[config.mk]
export PLATFORM = sky130hd
export DESIGN_NAME = reaction_ctrl
export DESIGN_NICKNAME = d
export VERILOG_FILES = /design/src/rtl/reaction_ctrl.sv
export SDC_FILE = /design/constraint.sdc
export NUM_CORES = 1
export LEC_CHECK = 0
export CAP_MARGIN = 5
export CORE_MARGIN = 1
export CORE_UTILIZATION = 60
export DETAILED_ROUTE_END_ITERATION = 6
export DONT_BUFFER_PORTS = 1
export GPL_TIMING_DRIVEN = 0
export PLACE_DENSITY = 0.84
export SETUP_SLACK_MARGIN = 0.5
export SKIP_CTS_REPAIR_TIMING = 1
export SYNTH_ARGS = -nofsm -noshare
export SYNTH_HDL_FRONTEND = slang
export SYNTH_SLANG_ARGS = --single-unit
[constraint.sdc]
create_clock -name clk -period 5.6 [get_ports clk]
set_input_delay 1.12 -clock clk [delete_from_list [all_inputs] [get_ports clk]]
set_output_delay 1.12 -clock clk [all_outputs]
set_load 0.005 [all_outputs]
[src/rtl/reaction_ctrl.sv]
// Reaction-time trial sequencer: random pre-GO wait, counter enable, capture of
// reaction time or timeout, early-press detection and best-time tracking.
module reaction_ctrl #(
    parameter int unsigned TICK_DIV     = 1000,
    parameter int unsigned MIN_DELAY_MS = 1000,
    parameter int unsigned RAND_BITS    = 11,
    parameter logic [15:0] LFSR_SEED    = 16'hACE1
) (
    input  logic        clk,
    input  logic        rst,
    input  logic        start,
    input  logic        response,
    input  logic [13:0] count_time,
    input  logic        count_overflow,
    output logic        count_en,
    output logic        led_go,
    output logic [2:0]  state,
    output logic [13:0] result,
    output logic        result_valid,
    output logic        timeout,
    output logic        foul,
    output logic [13:0] best
);

    localparam int unsigned PW = (TICK_DIV > 32'd1) ? $clog2(TICK_DIV) : 32'd1;
    localparam int unsigned DW = $clog2(MIN_DELAY_MS + (32'd1 << RAND_BITS));
    localparam logic [PW-1:0] PRESC_MAX = PW'(TICK_DIV - 32'd1);
    localparam logic [DW-1:0] DELAY_MIN = DW'(MIN_DELAY_MS);
    localparam logic [DW-1:0] DELAY_ONE = DW'(32'd1);
    localparam logic [13:0]   BEST_NONE = 14'h3FFF;

    typedef enum logic [2:0] {
        ST_IDLE    = 3'd0,
        ST_ARM     = 3'd1,
        ST_MEASURE = 3'd2,
        ST_DONE    = 3'd3,
        ST_FOUL    = 3'd4
    } state_t;

    // Fibonacci step, taps 16,14,13,11: feedback is the parity of the tapped bits
    function automatic logic [15:0] lfsr_step(input logic [15:0] cur);
        lfsr_step = {cur[14:0], ^(cur & 16'hB400)};
    endfunction

    state_t        state_r, state_s;
    logic [15:0]   lfsr_r;
    logic [PW-1:0] presc_r, presc_s;
    logic [DW-1:0] delay_r, delay_s;
    logic [13:0]   result_r, result_s;
    logic [13:0]   best_r, best_s;
    logic          result_valid_r, result_valid_s;
    logic          timeout_r, timeout_s;
    logic          foul_r, foul_s;
    logic          count_en_r, count_en_s;
    logic          led_go_r, led_go_s;

    // Next-state and next-output decode for the trial sequencer
    always_comb begin
        state_s        = state_r;
        presc_s        = presc_r;
        delay_s        = delay_r;
        result_s       = result_r;
        best_s         = best_r;
        result_valid_s = 1'b0;
        timeout_s      = timeout_r;
        foul_s         = foul_r;
        count_en_s     = 1'b0;
        led_go_s       = 1'b0;
        case (state_r)
            ST_IDLE, ST_DONE, ST_FOUL: begin
                // A held button blocks the start so a trial never begins pre-fouled
                if (start && !response) begin
                    state_s   = ST_ARM;
                    delay_s   = DELAY_MIN + DW'(lfsr_r[RAND_BITS-1:0]);
                    presc_s   = {PW{1'b0}};
                    timeout_s = 1'b0;
                    foul_s    = 1'b0;
                end else begin
                    state_s = state_r;
                end
            end
            ST_ARM: begin
                if (response) begin
                    state_s = ST_FOUL;
                    foul_s  = 1'b1;
                end else if (presc_r == PRESC_MAX) begin
                    presc_s = {PW{1'b0}};
                    delay_s = delay_r - DELAY_ONE;
                    if (delay_r == DELAY_ONE) begin
                        state_s    = ST_MEASURE;
                        count_en_s = 1'b1;
                        led_go_s   = 1'b1;
                    end else begin
                        state_s = ST_ARM;
                    end
                end else begin
                    presc_s = presc_r + PW'(32'd1);
                end
            end
            ST_MEASURE: begin
                if (response) begin
                    state_s        = ST_DONE;
                    result_s       = count_time;
                    result_valid_s = 1'b1;
                    if (count_time < best_r) begin
                        best_s = count_time;
                    end else begin
                        best_s = best_r;
                    end
                end else if (count_overflow) begin
                    state_s   = ST_DONE;
                    result_s  = count_time;
                    timeout_s = 1'b1;
                end else begin
                    count_en_s = 1'b1;
                    led_go_s   = 1'b1;
                end
            end
            default: begin
                state_s = ST_IDLE;
            end
        endcase
    end

    // State, datapath and output registers; LFSR free-runs in every state
    always_ff @(posedge clk or posedge rst) begin
        if (rst) begin
            state_r        <= ST_IDLE;
            lfsr_r         <= LFSR_SEED;
            presc_r        <= {PW{1'b0}};
            delay_r        <= {DW{1'b0}};
            result_r       <= 14'd0;
            best_r         <= BEST_NONE;
            result_valid_r <= 1'b0;
            timeout_r      <= 1'b0;
            foul_r         <= 1'b0;
            count_en_r     <= 1'b0;
            led_go_r       <= 1'b0;
        end else begin
            state_r        <= state_s;
            lfsr_r         <= lfsr_step(lfsr_r);
            presc_r        <= presc_s;
            delay_r        <= delay_s;
            result_r       <= result_s;
            best_r         <= best_s;
            result_valid_r <= result_valid_s;
            timeout_r      <= timeout_s;
            foul_r         <= foul_s;
            count_en_r     <= count_en_s;
            led_go_r       <= led_go_s;
        end
    end

    assign state        = state_r;
    assign count_en     = count_en_r;
    assign led_go       = led_go_r;
    assign result       = result_r;
    assign result_valid = result_valid_r;
    assign timeout      = timeout_r;
    assign foul         = foul_r;
    assign best         = best_r;

endmodule

==> results.json <==
{
  "cts_max_path_buffers": 2,
  "syn_inst": 325,
  "dp_slack_ns": 2.30,
  "dieWidth_um": 79.4,
  "crit_arrival_ns": 3.25,
  "start_util": 0.637,
  "avgRoutedWirePerCell_um": 16.9,
  "grt_pass1_vias": 2433,
  "fmax_mhz": 335,
  "synth_flop_cell": "dfrtp_1",
  "grt-ovfl-total": 0,
  "antenna_cells": 0,
  "p_leak_nw": 1.62,
  "cp-end-kind": "register",
  "num-nets-final": 372,
  "num_io_pins": 55,
  "fin_crit_sh": 0.533,
  "synthArstFlopShare": 1.00,
  "drt_first_pass_iters": 4,
  "worstMarginPinSlew_ns": 0.862,
  "drv_cap": 0,
  "viasPerCell": 6.17,
  "synth-edff-count": 0,
  "synth.cell_area_sq_mm": 0.00359,
  "skew_ns": 0.0113,
  "critPathSlowestCell": "a2111oi_4",
  "seq_area_frac_synth": 0.516,
  "utilization": 0.684,
  "yosysWarnings": 0,
  "drtAntennaViolNets": 0,
  "fin_ws_ns": 2.62,
  "track_usage": 0.245,
  "root_buffer": "clkbuf_8",
  "period_needed_ns": 2.98,
  "crit_chain": "ha_1 -> a41o_1 -> a21oi_1 -> o21ai_0 -> a2111oi_4 -> buf_2 -> mux2_2",
  "clk_latency_ns": 0.35,
  "design.die.area_sq_mm": 0.00630,
  "max_slew_margin": 0.426,
  "numClockSinks": 73,
  "rows": 27,
  "layout-drive-gt1-share": 0.229,
  "setup_viol": 0,
  "cpPeakStageDelay_ns": 0.56,
  "drcViolationCount": 0,
  "grt_pass1_wl_um": 11600,
  "setup_tns_ns": 0,
  "wl_um": 7000,
  "antenna_found_initial": 0,
  "dp_hpwl_um": 4910,
  "final-hold-violation-count": 0,
  "htree_levels": 3,
  "drtIter0Drc": 139,
  "cts_buffers": 9,
  "ir_drop_mv": 0.242,
  "grt_use_met3": 0.0514,
  "place_congestion": 0.861,
  "tritoncts": "built",
  "via_count": 2550,
  "power_density_mw_per_mm2": 376,
  "grt_busiest_layer": "met2",
  "crit_path_start_kind": "primary input",
  "avgSynthCellArea_sq_um": 11.1,
  "holdCritPathClass": "reg2reg",
  "final_cell_mix": "dfrtp_1, mux2_2, o21ai_0",
  "yosysUniqueCellTypes": 48,
  "portBuffers": 0,
  "drv_slew": 0,
  "synth_nets": 361,
  "mostFrequentLayoutCell": "dfrtp_1",
  "clk_pin_slew_worst_paths_ns": 0.07,
  "met2_usage": 0.384,
  "grt_use_met1": 0.325,
  "die_h_um": 79.4,
  "synth-seq-cells": 73,
  "critPathMaxFanout": 10,
  "critPathRequiredTime_ns": 5.87,
  "core_sq_mm": 0.00564,
  "areaGrowthSynthToFinish_pct": 7.38,
  "crit_type": "in2reg",
  "rsz0062_at_grt": "no",
  "outcome": "finished clean",
  "grt_max_degree": 74
}
==> path summary, 6_finish.rpt <==
check                      cells past startpoint          end  slack, ns     startpoint
min in group asynchronous                      1    result[9]       0.81            rst
max in group asynchronous                      1  delay_r[10]       4.21            rst
min                                            0   lfsr_r[15]       0.36     lfsr_r[14]
max reg2reg                                    8     best[10]       2.78        best[5]
max                                            7     best[10]       2.62  count_time[5]
min reg2reg                                    0   lfsr_r[15]       0.36     lfsr_r[14]
==> worst max-delay path: cells and delay by family <==
kind	cells	cell delay, ns
muxes	1	0.37
adders and majority gates	1	0.31
buffers and inverters	1	0.36
AOI/OAI and AO/OA	4	1.10
==> per-stage QoR <==
stage / total power (W) / hold WS [ns] / cells / cell area, sq um
after global placement: 0.00107 / 0.336 / 397 / 3680
after global routing: 0.00155 / 0.363 / 413 / 3860
after CTS: 0.00145 / 0.360 / 413 / 3860
after floorplan: 0.000990 / 0.333 / 325 / 3590
after detailed placement: 0.00109 / 0.347 / 397 / 3690
final: 0.00145 / 0.357 / 413 / 3860
==> where the power goes <==
group / internal, W / switching [W] / total, W
clock network: 0.000172 / 0.000197 / 0.000368
registers: 0.000618 / 0.0000870 / 0.000705
logic: 0.000150 / 0.000229 / 0.000379
total: 0.000939 / 0.000512 / 0.00145
==> synth_stat cells (2+ instances only) <==
cell / n / share of area
nand2_1: 20 / 0.021
nor2_1: 13 / 0.014
nor3_1: 5 / 0.0070
o31ai_1: 2 / 0.0042
xor2_1: 4 / 0.0097
dfstp_2: 22 / 0.16
or4_1: 3 / 0.0063
a21o_1: 4 / 0.0084
clkbuf_1: 10 / 0.010
nor4_1: 3 / 0.0052
xnor2_1: 6 / 0.015
dfrtp_1: 51 / 0.36
a22o_1: 8 / 0.019
nor3b_1: 2 / 0.0042
or4_4: 2 / 0.0063
a21oi_1: 17 / 0.024
or2_2: 2 / 0.0035
nor2b_1: 3 / 0.0052
a32o_1: 2 / 0.0056
a31oi_1: 2 / 0.0035
o22ai_1: 5 / 0.0087
and2_1: 2 / 0.0035
a211o_1: 2 / 0.0049
inv_1: 21 / 0.022
nand2b_1: 5 / 0.0087
o211ai_1: 2 / 0.0042
or3_2: 2 / 0.0042
o32ai_1: 2 / 0.0049
nand4_1: 5 / 0.0087
o21ai_0: 23 / 0.032
buf_2: 2 / 0.0028
ha_1: 17 / 0.059
nand3_1: 11 / 0.015
or3_1: 2 / 0.0035
a2111oi_0: 2 / 0.0049
mux2_2: 29 / 0.091
==> area by class of cell <==
class                           count  area (sq um)
Tap cell                           72          90.1
Clock buffer                       11           141
Fill cell                         415          1780
Sequential cell                    73          1850
Multi-Input combinational cell    218          1610
Clock inverter                      5          31.3
Buffer                             13          55.1
Inverter                           21          81.3
==> logic make-up after synthesis <==
logic type | count (synthesis) | synth area share
AOI/OAI and AO/OA | 78 | 0.147
xor gates and xnor gates | 10 | 0.0244
adders and majority gates | 17 | 0.0592
buffers and inverters | 34 | 0.0372
DFF | 73 | 0.516
muxes | 29 | 0.0908
and+or+nand+nor | 84 | 0.126
==> flip-flops by register name, indices dropped and copies added (netlist names) <==
register,cells
foul,1
led_go,1
result_valid,1
result,14
best,14
presc_r,10
delay_r,12
state,3
timeout,1
lfsr_r,16
==> per-layer routing <==
metal / up-vias / routed length, um
met2: 69 / 3370
met4: 0 / 159
met1: 1262 / 3130
li1: 1202 / -
met5: - / 0
met3: 17 / 340
(Power assumes the default switching activity.)
